## config.mk

```make
export PLATFORM = sky130hd
export DESIGN_NAME = seq_detect_ctrl_flat
export DESIGN_NICKNAME = d
export VERILOG_FILES = /design/src/rtl/seq_ctrl_pkg.sv /design/src/rtl/seq_detect_ctrl_if.sv /design/src/rtl/seq_match_core.sv /design/src/rtl/seq_detect_ctrl.sv /design/src/flat_wrapper.sv
export SDC_FILE = /design/constraint.sdc
export NUM_CORES = 1
export LEC_CHECK = 0
export ABC_CLOCK_PERIOD_IN_PS = 3800
export CAP_MARGIN = 20
export CELL_PAD_IN_SITES_DETAIL_PLACEMENT = 1
export CELL_PAD_IN_SITES_GLOBAL_PLACEMENT = 1
export CORE_UTILIZATION = 45
export CTS_BUF_LIST = sky130_fd_sc_hd__clkbuf_8
export DETAILED_ROUTE_END_ITERATION = 6
export PLACE_DENSITY = 0.95
export SETUP_SLACK_MARGIN = 0.4
export SKIP_LAST_GASP = 1
export SLEW_MARGIN = 20
export SYNTH_ARGS = -nofsm -noshare
export SYNTH_HDL_FRONTEND = slang
export SYNTH_SLANG_ARGS = --single-unit
```

## constraint.sdc

```tcl
create_clock -name clk -period 3.8 [get_ports clk]
set_clock_uncertainty 0.2 [all_clocks]
set_input_delay 0.38 -clock clk [delete_from_list [all_inputs] [get_ports clk]]
set_output_delay 0.38 -clock clk [all_outputs]
set_load 0.01 [all_outputs]
```

## src/rtl/seq_ctrl_pkg.sv

```systemverilog
// Shared types and helpers for the serial sequence-detector controller.
package seq_ctrl_pkg;

    typedef enum logic [1:0] {
        IDLE  = 2'd0,
        ARMED = 2'd1,
        DONE  = 2'd2
    } state_e;

    // FILL_W: width needed to count 0..PAT_W received bits.
    function automatic int unsigned fill_w(input int unsigned pat_w);
        return $clog2(pat_w + 1);
    endfunction

endpackage

```

## src/rtl/seq_detect_ctrl_if.sv

```systemverilog
// Config, control, serial data and status bundle of seq_detect_ctrl.
interface seq_detect_ctrl_if #(
    parameter int unsigned PAT_W = 4,
    parameter int unsigned CNT_W = 8
);
    logic             cfg_valid;
    logic             cfg_ready;
    logic [PAT_W-1:0] cfg_pattern;
    logic             cfg_overlap;
    logic [CNT_W-1:0] cfg_threshold;
    logic             start;
    logic             stop;
    logic             data_valid;
    logic             data_stream;
    logic             match;
    logic [CNT_W-1:0] match_count;
    logic             busy;
    logic             done;
    logic             timeout;

    modport master (
        output cfg_valid, cfg_pattern, cfg_overlap, cfg_threshold,
        output start, stop, data_valid, data_stream,
        input  cfg_ready, match, match_count, busy, done, timeout
    );

    modport slave (
        input  cfg_valid, cfg_pattern, cfg_overlap, cfg_threshold,
        input  start, stop, data_valid, data_stream,
        output cfg_ready, match, match_count, busy, done, timeout
    );
endinterface

```

## src/rtl/seq_match_core.sv

```systemverilog
// Shift history, fill tracking and pattern compare for one serial bit per enable.
module seq_match_core
    import seq_ctrl_pkg::*;
#(
    parameter int unsigned PAT_W = 4
) (
    input  logic             clk,
    input  logic             reset,
    input  logic             i_shift_en,
    input  logic             i_clear,
    input  logic             i_overlap,
    input  logic             i_bit,
    input  logic [PAT_W-1:0] i_pattern,
    output logic             o_hit_c
);
    localparam int unsigned FILL_W = fill_w(PAT_W);

    logic [PAT_W-2:0] r_hist;
    logic [FILL_W-1:0] r_fill;
    logic [PAT_W-1:0] w_cand;
    logic             w_full;

    assign w_cand  = {r_hist, i_bit};
    assign w_full  = (r_fill >= FILL_W'(PAT_W - 1));
    assign o_hit_c = w_full && (w_cand == i_pattern);

    // Non-overlapping hits restart the window; overlapping hits keep the tail.
    always_ff @(posedge clk or negedge reset) begin
        if (!reset) begin
            r_hist <= '0;
            r_fill <= '0;
        end else if (i_clear) begin
            r_hist <= '0;
            r_fill <= '0;
        end else if (i_shift_en) begin
            if (o_hit_c && !i_overlap) begin
                r_hist <= '0;
                r_fill <= '0;
            end else begin
                r_hist <= w_cand[PAT_W-2:0];
                if (r_fill != FILL_W'(PAT_W))
                    r_fill <= r_fill + FILL_W'(1);
            end
        end
    end

endmodule

```

## src/rtl/seq_detect_ctrl.sv

```systemverilog
// Config/arm/sequence controller and match counter around seq_match_core.
// Optional idle-bit timeout enabled by defining SEQ_TIMEOUT_EN.
module seq_detect_ctrl
    import seq_ctrl_pkg::*;
#(
    parameter int unsigned PAT_W       = 4,
    parameter int unsigned CNT_W       = 8,
    parameter int unsigned TIMEOUT_CYC = 64
) (
    input  logic               clk,
    input  logic               reset,
    seq_detect_ctrl_if.slave   bus
);
    state_e           r_state;
    logic [PAT_W-1:0] r_pattern;
    logic             r_overlap;
    logic [CNT_W-1:0] r_threshold;
    logic [CNT_W-1:0] r_count;
    logic             r_match;
    logic             r_busy;
    logic             r_done;
    logic             r_cfg_ready;

    state_e           w_state_nxt;
    logic [CNT_W-1:0] w_count_nxt;
    logic [CNT_W-1:0] w_count_sum;
    logic [CNT_W-1:0] w_count_inc;
    logic             w_match_nxt;
    logic             w_clear_run;
    logic             w_hit_c;
    logic             w_to_expire;

    seq_match_core #(.PAT_W(PAT_W)) u_core (
        .clk        (clk),
        .reset      (reset),
        .i_shift_en ((r_state == ARMED) && bus.data_valid),
        .i_clear    (bus.stop || bus.start),
        .i_overlap  (r_overlap),
        .i_bit      (bus.data_stream),
        .i_pattern  (r_pattern),
        .o_hit_c    (w_hit_c)
    );

    assign w_count_sum = r_count + CNT_W'(1);
    assign w_count_inc = (&r_count) ? r_count : w_count_sum;

    // Next-state: stop beats start, start beats a hit, a hit beats timeout.
    always_comb begin
        w_state_nxt = r_state;
        w_count_nxt = r_count;
        w_match_nxt = 1'b0;
        w_clear_run = 1'b0;
        if (bus.stop) begin
            w_state_nxt = IDLE;
        end else if (bus.start) begin
            w_state_nxt = ARMED;
            w_count_nxt = '0;
            w_clear_run = 1'b1;
        end else if ((r_state == ARMED) && bus.data_valid) begin
            if (w_hit_c) begin
                w_match_nxt = 1'b1;
                w_count_nxt = w_count_inc;
                if ((r_threshold != '0) && (w_count_sum == r_threshold))
                    w_state_nxt = DONE;
            end else if (w_to_expire) begin
                w_state_nxt = IDLE;
            end
        end
    end

    always_ff @(posedge clk or negedge reset) begin
        if (!reset) begin
            r_state     <= IDLE;
            r_count     <= '0;
            r_match     <= 1'b0;
            r_busy      <= 1'b0;
            r_done      <= 1'b0;
            r_cfg_ready <= 1'b1;
        end else begin
            r_state     <= w_state_nxt;
            r_count     <= w_count_nxt;
            r_match     <= w_match_nxt;
            r_busy      <= (w_state_nxt == ARMED);
            r_done      <= (w_state_nxt == DONE);
            r_cfg_ready <= (w_state_nxt != ARMED);
        end
    end

    always_ff @(posedge clk or negedge reset) begin
        if (!reset) begin
            r_pattern   <= '0;
            r_overlap   <= 1'b0;
            r_threshold <= '0;
        end else if (bus.cfg_valid && r_cfg_ready) begin
            r_pattern   <= bus.cfg_pattern;
            r_overlap   <= bus.cfg_overlap;
            r_threshold <= bus.cfg_threshold;
        end
    end

`ifdef SEQ_TIMEOUT_EN
    localparam int unsigned TO_W = $clog2(TIMEOUT_CYC + 1);

    logic [TO_W-1:0] r_to_cnt;
    logic            r_timeout;

    assign w_to_expire = (r_to_cnt == TO_W'(TIMEOUT_CYC - 1));

    // Counts accepted bits since the last hit or start; sticky flag until next start.
    always_ff @(posedge clk or negedge reset) begin
        if (!reset) begin
            r_to_cnt  <= '0;
            r_timeout <= 1'b0;
        end else if (w_clear_run) begin
            r_to_cnt  <= '0;
            r_timeout <= 1'b0;
        end else if (!bus.stop && (r_state == ARMED) && bus.data_valid) begin
            if (w_hit_c || w_to_expire)
                r_to_cnt <= '0;
            else
                r_to_cnt <= r_to_cnt + TO_W'(1);
            if (!w_hit_c && w_to_expire)
                r_timeout <= 1'b1;
        end
    end

    assign bus.timeout = r_timeout;
`else
    logic w_unused_to;

    assign w_unused_to = (TIMEOUT_CYC == 0);
    assign w_to_expire = 1'b0;
    assign bus.timeout = 1'b0;
`endif

    assign bus.match       = r_match;
    assign bus.match_count = r_count;
    assign bus.busy        = r_busy;
    assign bus.done        = r_done;
    assign bus.cfg_ready   = r_cfg_ready;

endmodule
```

## src/flat_wrapper.sv

```systemverilog
// flat-port wrapper written by rule: the top's interface ports become plain ports
module seq_detect_ctrl_flat import seq_ctrl_pkg::*;
#(
    parameter int unsigned PAT_W       = 4,
    parameter int unsigned CNT_W       = 8,
    parameter int unsigned TIMEOUT_CYC = 64
)
  (clk, reset, bus_cfg_valid, bus_cfg_pattern, bus_cfg_overlap, bus_cfg_threshold, bus_start, bus_stop, bus_data_valid, bus_data_stream, bus_cfg_ready, bus_match, bus_match_count, bus_busy, bus_done, bus_timeout);
  seq_detect_ctrl_if #(.PAT_W(PAT_W), .CNT_W(CNT_W)) bus_i ();
  input  logic clk;
  input  logic reset;
  input wire logic [$bits(bus_i.cfg_valid)-1:0] bus_cfg_valid;
  input wire logic [$bits(bus_i.cfg_pattern)-1:0] bus_cfg_pattern;
  input wire logic [$bits(bus_i.cfg_overlap)-1:0] bus_cfg_overlap;
  input wire logic [$bits(bus_i.cfg_threshold)-1:0] bus_cfg_threshold;
  input wire logic [$bits(bus_i.start)-1:0] bus_start;
  input wire logic [$bits(bus_i.stop)-1:0] bus_stop;
  input wire logic [$bits(bus_i.data_valid)-1:0] bus_data_valid;
  input wire logic [$bits(bus_i.data_stream)-1:0] bus_data_stream;
  output wire logic [$bits(bus_i.cfg_ready)-1:0] bus_cfg_ready;
  output wire logic [$bits(bus_i.match)-1:0] bus_match;
  output wire logic [$bits(bus_i.match_count)-1:0] bus_match_count;
  output wire logic [$bits(bus_i.busy)-1:0] bus_busy;
  output wire logic [$bits(bus_i.done)-1:0] bus_done;
  output wire logic [$bits(bus_i.timeout)-1:0] bus_timeout;
  assign bus_i.cfg_valid = bus_cfg_valid;
  assign bus_i.cfg_pattern = bus_cfg_pattern;
  assign bus_i.cfg_overlap = bus_cfg_overlap;
  assign bus_i.cfg_threshold = bus_cfg_threshold;
  assign bus_i.start = bus_start;
  assign bus_i.stop = bus_stop;
  assign bus_i.data_valid = bus_data_valid;
  assign bus_i.data_stream = bus_data_stream;
  assign bus_cfg_ready = bus_i.cfg_ready;
  assign bus_match = bus_i.match;
  assign bus_match_count = bus_i.match_count;
  assign bus_busy = bus_i.busy;
  assign bus_done = bus_i.done;
  assign bus_timeout = bus_i.timeout;
  seq_detect_ctrl #(.PAT_W(PAT_W), .CNT_W(CNT_W), .TIMEOUT_CYC(TIMEOUT_CYC)) u_core (.clk(clk), .reset(reset), .bus(bus_i));
endmodule
```

==> impl_results.md <==
- Post-Synthesis Cells: about 170
- Avg Inst Size Synth: 10.4 um2
- RSZ-0062 raised after global routing: no
- Synth Register Bits: 33
- Remaining DRCs: 0
- First-pass GRT wire length: approximately 7.8 mm
- Clock sinks: 33
- Mux contribution to synthesized area: a little under a tenth
- Max-cap violations: 0
- Worst-path cell chain: ha_1 > xor2_1 > a211o_1 > or4_4 > o21ai_0
- Cell Rows: 22
- Ranking of synthesized cells by instance count: 32 x dfrtp_1, 14 x mux2_2, 14 x nand2_1
- Hold WC Path Type: input pin to async pin
- WL per Instance: between 15 and 20 um
- Clk pin slew, worst setup/hold paths: roughly 60 ps
- Critical path arrival: 2640 ps
- Final worst-path cycle share: a little under three quarters
- Measured slew at the worst slew-check pin: between 900 and 1000 ps
- Vias in the first global route: roughly 1,600
- Post-Syn Nets: a little under 200
- Critical Path Slowest Stage Cell: or4_4
- Worst Path Required: ~3700 ps
- Hold_buf cts: 0
- Outcome: completed
- Ys flop type: dfrtp_1
- Largest family of logic cells by synthesized area: simple AND/OR/NAND/NOR gates
- Placer Congestion: approximately 0.86
- Adder-cell area share of the yosys netlist: 2.79%
- Post-Syn Area: around 1800 um2
- Die Height: 65.1 um
- Delay of the slowest critical-path stage: a little under 600 ps
- Top-count cell post-synth: dfrtp_1
- Max FO, Critical Path: 8
- Final max-slew violation count: 0
- Family with the most delay on the worst path: compound AO/OA/AOI/OAI gates
- Synth Area in Compound Gates: 15.9%
- All-Layer GR Usage: 24.6%
- Share of cells above drive strength 1: 14.6%
- Final-report hold violation count: 0
- Setup TNS: 0 ps
- Setup CP Type: register to register
- Asr flop ratio synth: 100%
- Syn. warnings: 0
- Hold WS: a little under 300 ps
- Die ar.: 4240 um2
- Largest net degree at the start of global routing: 34
- IO Port Bufs: 31
- H-tree depth: 2
- Antenna diodes: 0
- Die width: approximately 65 um
- Area of the core: between 3000 and 4000 um2
- Sequential-to-total area share from yosys stat: 46.2%
- Post-route antenna net violation count: 0
- Xor and xnor area share after synthesis: approximately 6.4%
- Number of I/O pins: 33
- CP Launch Type: register
- CTS buffer count: 5
- Clock Latency Late Sink: roughly 290 ps
- Setup-failing EPs final: 0
- Post-Synth Simple-Gate Area: ~16%
- Cell accounting for the most synthesized area: dfrtp_1
- GR Overflow Total: 0
- WP buf/inv: 0
- Worst setup path start: u_core.bus.match_count[0]
- P_leak: 0.913 nW
- Number of enable flip-flop cells after synthesis: 0
- First-pass DRT Iterations: 4
- Synth top area share: between 40% and 50%
- Initial antenna violation count: 0
- CTS max path bufs: 2
- Setup Buffers After CTS: 0
- CTS Root Cell: clkbuf_8
- Crit. End Element: register
- Starting Density: between 40% and 50%
- Post-DP HPWL: ~3.4 mm
- Minimum clock period: approximately 2700 ps
- TritonCTS clock tree: built
- Power density over cell area: between 300 and 400 nW/um2
- Vias post-DR: roughly 1,500
- Cts repair resizes: 0
- Routed WL: ~4.5 mm
- Area Overhead vs Synth: 23.6%
- Relative slew slack: ~36%
- VDD IR max: between 0.2 and 0.3 mV
- Unique cell type count in the Yosys netlist: 47
- Most area-consuming cells after synthesis: dfrtp_1 45%, mux2_2 8.8%, xnor2_1 3.9%, nand3_1 3.6%, nand2_1 2.9%
- Fmax: 371 MHz
- Via density: between 5 and 6
- Nets: 229
- Violation count after the first detailed-routing iteration: 46
- RR Startpoint: u_core.bus.match_count[0]
-- area by class of cell --
type	count	area, um2
fill	424	1530
multi-input combinational	128	908
sequential	33	827
timing repair buffer	32	318
clock buffer	5	68.8
tap	48	60.1
inverter	5	18.8
clock inverter	3	13.8
-- registers in the layout, summed over array words and instances, names as in the netlist --
signal                  cells
u_core.u_core.r_hist        3
u_core.bus.busy             1
u_core.bus.match_count      8
u_core.r_pattern            4
u_core.u_core.r_fill        3
u_core.r_overlap            1
u_core.bus.cfg_ready        1
u_core.bus.done             1
u_core.bus.match            1
u_core.r_threshold          8
u_core.r_state              2
-- cell usage in the layout (no fill, tap or decap), types with 2 or more instances in the layout --
| master | n |
|---|---|
| a211o_1 | 3 |
| a21oi_1 | 6 |
| a31oi_1 | 6 |
| clkbuf_8 | 5 |
| clkdlybuf4s50_1 | 31 |
| clkinv_2 | 2 |
| dfrtp_1 | 32 |
| ha_1 | 4 |
| inv_1 | 6 |
| mux2_2 | 14 |
| nand2_1 | 14 |
| nand3_1 | 13 |
| nand4_1 | 4 |
| nor2_1 | 10 |
| nor3_1 | 3 |
| o21a_1 | 2 |
| o21ai_0 | 10 |
| xnor2_1 | 8 |
| xor2_1 | 5 |
-- power by group --
group / switching (W) / internal (W)
Sequential: 0.0000308 / 0.000381
Clock: 0.000127 / 0.000124
Combinational: 0.0000625 / 0.0000674
Total: 0.000220 / 0.000572
-- final timing paths --
check	cells past startpoint	slack [ps]	end
worst max-delay path	5	1110	u_core.bus.cfg_ready
worst min-delay path	2	300	u_core.bus.match
worst max register to register	5	1110	u_core.bus.cfg_ready
worst min register to register	1	340	u_core.r_overlap
max in group asynchronous	2	2770	u_core.bus.cfg_ready
min in group clk	1	340	u_core.r_overlap
-- stage by stage --
step,utilization [%],cell area (um2),total power [W],cells,setup WS (ps)
floorplan,-,1790,0.000488,173,1450
global placement,57.0,2130,0.000531,246,1240
detailed placement,57.0,2130,0.000546,246,1100
CTS,59.2,2210,0.000797,254,1130
global route,59.2,2210,0.000833,254,1000
finish,59.2,2210,0.000793,254,1110
-- layer usage --
layer	vias to the layer above	track usage, %	routed length, um
met4	0	8.42	80
met3	11	5.90	166
met1	752	31.2	2010
met5	-	0	0
met2	35	41.1	2280
li1	692	-	-
-- kinds of logic after synthesis --
kind of cell    count (synthesis)
mux                            15
xor+xnor                       13
flops                          33
compound gates                 40
simple gates                   55
fa+ha+maj                       4
buf+inv                        12
other cells                     1
(Power assumes the default switching activity.)
==> patch 1 (same flow settings) <==
`PAT_W` is set to 4 in 4 places; all go to 6.
--- a/src/rtl/seq_detect_ctrl_if.sv
+++ b/src/rtl/seq_detect_ctrl_if.sv
@@ -1,6 +1,6 @@
 // Config, control, serial data and status bundle of seq_detect_ctrl.
 interface seq_detect_ctrl_if #(
-    parameter int unsigned PAT_W = 4,
+    parameter int unsigned PAT_W = 6,
     parameter int unsigned CNT_W = 8
 );
     logic             cfg_valid;
--- a/src/rtl/seq_match_core.sv
+++ b/src/rtl/seq_match_core.sv
@@ -2,7 +2,7 @@
 module seq_match_core
     import seq_ctrl_pkg::*;
 #(
-    parameter int unsigned PAT_W = 4
+    parameter int unsigned PAT_W = 6
 ) (
     input  logic             clk,
     input  logic             reset,
--- a/src/rtl/seq_detect_ctrl.sv
+++ b/src/rtl/seq_detect_ctrl.sv
@@ -3,7 +3,7 @@
 module seq_detect_ctrl
     import seq_ctrl_pkg::*;
 #(
-    parameter int unsigned PAT_W       = 4,
+    parameter int unsigned PAT_W       = 6,
     parameter int unsigned CNT_W       = 8,
     parameter int unsigned TIMEOUT_CYC = 64
 ) (
--- a/src/flat_wrapper.sv
+++ b/src/flat_wrapper.sv
@@ -1,7 +1,7 @@
 // flat-port wrapper written by rule: the top's interface ports become plain ports
 module seq_detect_ctrl_flat import seq_ctrl_pkg::*;
 #(
-    parameter int unsigned PAT_W       = 4,
+    parameter int unsigned PAT_W       = 6,
     parameter int unsigned CNT_W       = 8,
     parameter int unsigned TIMEOUT_CYC = 64
 )
Ports: changed (resized bus_cfg_pattern); port bits go from 33 to 35. The function was not compared with the original's and may differ.
==> patch 1 against the original RTL <==
  * Via count up 6.5%
  * Setup slack improved by 0.40 ns
  * Total power grew 16%
  * Routed wire length increased by 3.8%
  * Largest cell class unchanged
  * Cell area is 11% higher
  * Sequential cell count rose by 4
  * Global-route usage is 1.0 points lower
  * Area after synthesis increased by 12%
  * Maximum frequency grew 17%
==> patch 1: results (changes against the original RTL) <==
Run status
  – Status: completed

Worst setup path
  – Crit-path max cell delay: 0.49 ns (-0.09 ns)
  – Crit path max-delay family: simple AND/OR/NAND/NOR gates
  – Arr. time, crit path: 2.26 ns (-0.38 ns)
  – Max FO, Critical Path: 6 (-2)
  – CP max stage cell: dfrtp_1
  – Critical Path End: u_core.bus.busy
  – FF-to-FF path depth: 6 (+1)
  – R2R Setup Slk: 1.50 ns (+0.40 ns)

Synth
  – Xor and xnor area share after synthesis: 7.00% (+0.65 points)
  – Leading post-synthesis cells by cell area: dfrtp_1, mux2_2, xnor2_1
  – Post-synth top cells: dfrtp_1, mux2_2, xnor2_1, nand2_1, nor2_1
  – Register area share after synthesis: 46.3% (+0.15 points)
  – Syn Nets: 211 (+7.1%)
  – Post-Syn Area per Cell: 10.8 sq um (+4.5%)
  – Area share of fa/ha/maj cells after synthesis: 2.50% (-0.29 points)
  – Mux share of post-synthesis cell area: 9.00% (-0.36 points)
  – Synth Area in Compound Gates: 12.9% (-3.0 points)

Route
  – Vias/cell: 5.88 (+0.20%)
  – Initial DRC count: 98 (+110%)
  – WL/cell: 17.4 um (-2.4%)
  – Routed WL: 4700 um (+3.8%)

Timing
  – Worst Max-Slew Pin Slew: 0.836 ns (-0.116 ns)
  – Final Cycle Share: 60.4% (-10 points)
  – Hold slack: 0.334 ns (+0.0381 ns)

Hold path
  – Hold Crit Class: register to register

Cells and area
  – NumNets Final: 245 (+7.0%)
  – Layout cell share with drive strength beyond 1: 15.5% (+0.89 points)
  – Fillers: 459 (+8.3%)

Power and ir drop
  – Internal: 700 uW (+22%)
  – Gate power share: 13.3% (-3.1 points)
  – Worst vdd ir: 0.312 mV (+8.7%)
  – Cell leakage power: 0.00100 uW (+10%)
  – Power Total: 923 uW (+16%)

Placed design
  – Placed insts: 261 (+6.1%)
  – Pre-CTS setup slack: 1.26 ns (+0.159 ns)
  – Number of I/O port buffers: 33 (+6.5%)
  – Final Wtd Congestion: 0.810 (-5.6%)

Clocking
  – # hold bufs at CTS: 1 (+1)

GRT
  – Largest net degree at the start of global routing: 38 (+12%)
  – First-pass GRT wire length: 7960 um (+2.3%)
  – GRT Overall Usage: 23.6% (-1.0 points)
-- patch 1: cell families (layout without fill, tap and decap cells) --
logic type | count (synthesis) | after routing
AO/OA/AOI/OAI | 36 | 36
XOR/XNOR | 16 | 16
adder cells (fa/ha/maj) | 4 | 4
buffers and inverters | 14 | 49
flip-flops | 37 | 37
multiplexers | 16 | 16
other | 1 | 1
AND/OR/NAND/NOR | 61 | 61
-- patch 1: cell type report --
type                    count  area [sq um]  area share, %
clock inverters             2          37.5           1.53
repair buffers             34           335           13.6
well taps                  50          62.6           2.54
clock buffers               6          82.6           3.36
flip-flops and latches     37           927           37.7
multi-input cells         134           990           40.2
inverters                   7          26.3           1.07
-- patch 1: routing by layer --
metal,vias to the layer above,routed length [um],track usage [%],part of all wire (%)
met5,-,0,0,0
met4,0,79,7.40,1.7
met3,8,248,5.26,5.3
met2,49,2220,38.0,47
met1,786,2150,31.6,46
li1,744,-,-,-
==> patch 2 (same flow settings) <==
Made on the original files. Re-encode `state_e` (3 states) as one-hot, 3 bits wide.
--- a/src/rtl/seq_ctrl_pkg.sv
+++ b/src/rtl/seq_ctrl_pkg.sv
@@ -1,10 +1,10 @@
 // Shared types and helpers for the serial sequence-detector controller.
 package seq_ctrl_pkg;
 
-    typedef enum logic [1:0] {
-        IDLE  = 2'd0,
-        ARMED = 2'd1,
-        DONE  = 2'd2
+    typedef enum logic [2:0] {
+        IDLE  = 3'b001,
+        ARMED = 3'b010,
+        DONE  = 3'b100
     } state_e;
 
     // FILL_W: width needed to count 0..PAT_W received bits.
Behaviour: no difference found for any inputs over 10 cycles, from zero or initial values and one cycle with reset low; not proved beyond that.
==> patch 2 against the original RTL <==
  * Routed wire length is 3.4% higher
  * Critical path depth increased by 1
  * Synthesized cell count increased by 7.5%
  * Cell area up 4.6%
  * Count of clock-buffer cells in the layout is 1 higher
  * Utilization fell by 1.7 points
  * Sequential cell count grew 1
  * Total power up 0.37%
  * Area after synthesis rose by 6.4%
  * Die area increased by 6.2%
  * Combinational power down 14%
  * Sequential share of layout area is 0.50 points lower
  * Setup slack improved by 0.22 ns
  * Largest power group unchanged
  * Highest routed layer unchanged
==> patch 2: results (changes against the original RTL) <==
Clocking
  – Root buf cell: clkbuf_8
  – CTS buffer count: 5 (unchanged)
  – # resized after CTS: 0 (unchanged)
  – Worst-case clock buffer depth: 2 (unchanged)
  – Post-CTS Setup Bufs: 0 (unchanged)
  – # hold bufs at CTS: 0 (unchanged)
  – Htree depth: 2 (unchanged)
  – Reg clk slew, reported paths: roughly 0.070 ns
  – Worst skew pair latency: 0.29 ns (about the same)

Cells and area
  – NumNets Final: 240 (+4.8%)
  – N_diodes: 0 (unchanged)
  – Layout cell share with drive strength beyond 1: 15.2% (+0.64 points)

GRT
  – Initial antenna violation count: 0 (unchanged)
  – First-pass GRT wire length: 7970 um (+2.4%)
  – Total global routing overflow: 0 (unchanged)
  – GRT Overall Usage: 24.6% (-0.060 points)
  – Largest net degree at the start of global routing: 35 (+2.9%)
  – Vias in the first global route: 1652 (+3.2%)

Synth
  – Post-Syn Area per Cell: 10.3 sq um (-1.0%)
  – Syn Nets: 210 (+6.6%)
  – Post-synth cell types: 52 (+11%)
  – Yosys synthesis warning count: 0 (unchanged)
  – Post-synth ARST share: 100% (unchanged)
  – Post-synth top cells: dfrtp_1, mux2_2, nand2_1, nor2_1, o21ai_0
  – Register area share after synthesis: 44.8% (-1.4 points)
  – Leading post-synthesis cells by cell area: dfrtp_1, mux2_2, xnor2_1

Worst setup path
  – Arr. time, crit path: 2.45 ns (-0.19 ns)
  – Max FO, Critical Path: 7 (-1)
  – Crit-path max cell delay: 0.47 ns (-0.11 ns)
  – CP max stage cell: dfrtp_1

Placed design
  – Number of I/O port buffers: 31 (unchanged)
  – Final Wtd Congestion: 0.804 (-6.2%)
  – Placed cell area: 2220 sq um (+4.3%)
  – Placed insts: 259 (+5.3%)
  – Pre-CTS setup slack: 1.02 ns (-0.0814 ns)
  – HPWL Detailed: 3410 um (+0.19%)

Power and ir drop
  – Worst vdd ir: 0.222 mV (-23%)
  – Sequential power share: 51.2% (-0.7 points)
  – Net Switching: 205 uW (-7.0%)
  – Cell leakage power: 0.000937 uW (+2.6%)
  – Clk pwr share: 34.7% (+3.0 points)
  – Pwr dens: 343 nW/um^2 (-4.0%)

Run status
  – Status: completed

Route
  – Vias/cell: 5.83 (-0.59%)
  – Drt pass-1 iters: 4 (unchanged)
  – WL/cell: 17.5 um (-1.6%)
  – Initial DRC count: 110 (+140%)
  – Via count: 1557 (+4.5%)

Timing
  – Max_slew headroom: 64.3% (+29 points)

Hold path
  – Hold Crit Class: input port to async pin
-- patch 2: changes by cell type after synthesis, moves of 3 or more --
cell | before | now
and4_1 | 0 | 3
a2bb2oi_1 | 0 | 4
nand3_1 | 13 | 7
nor2_1 | 10 | 13
a31oi_1 | 6 | 3
o31ai_1 | 0 | 3
-- patch 2: critical path, delay by kind of cell, from the launching register on --
family          cells  cell delay [ns]
fa+ha+maj           1             0.34
simple gates        3             0.80
flops               1             0.47
compound gates      2             0.56
-- patch 2: layer usage --
layer / share of wire (%) / GRT usage, %
met5: 0 / 0
met4: 2.4 / 11.7
met3: 3.7 / 5.99
met2: 52 / 42.0
met1: 42 / 28.3
-- patch 2: cell families after synthesis --
| group | count (synthesis) | share of synthesized area [%] |
|---|---|---|
| adders and majority gates | 4 | 2.62 |
| DFF | 34 | 44.8 |
| AOI/OAI and AO/OA | 42 | 16.0 |
| buffers and inverters | 16 | 4.66 |
| muxes | 16 | 9.32 |
| xor gates and xnor gates | 11 | 5.05 |
| and+or+nand+nor | 62 | 17.4 |
| other | 1 | 0.197 |
-- patch 2: worst paths after layout --
path / startpoint / endpoint / slack (ns) / depth (start not counted)
setup / recovery: u_core.bus.match_count[0] / u_core.bus.match_count[5] / 1.33 / 6
setup reg to reg: u_core.bus.match_count[0] / u_core.bus.match_count[5] / 1.33 / 6
max in group asynchronous: reset / u_core.r_state[0] / 2.76 / 2
min in group clk: u_core.r_pattern[0] / u_core.r_pattern[0] / 0.32 / 1
hold / removal: reset / u_core.bus.match_count[0] / 0.29 / 2
hold reg to reg: u_core.r_pattern[0] / u_core.r_pattern[0] / 0.32 / 1
-- patch 2: cell type report --
class,count,area [sq um]
inverter,7,26.3
tap,50,62.6
clock inverter,2,8.76
timing repair buffer,32,318
fill,471,1710
clock buffer,6,82.6
multi-input combinational,136,965
sequential,34,853
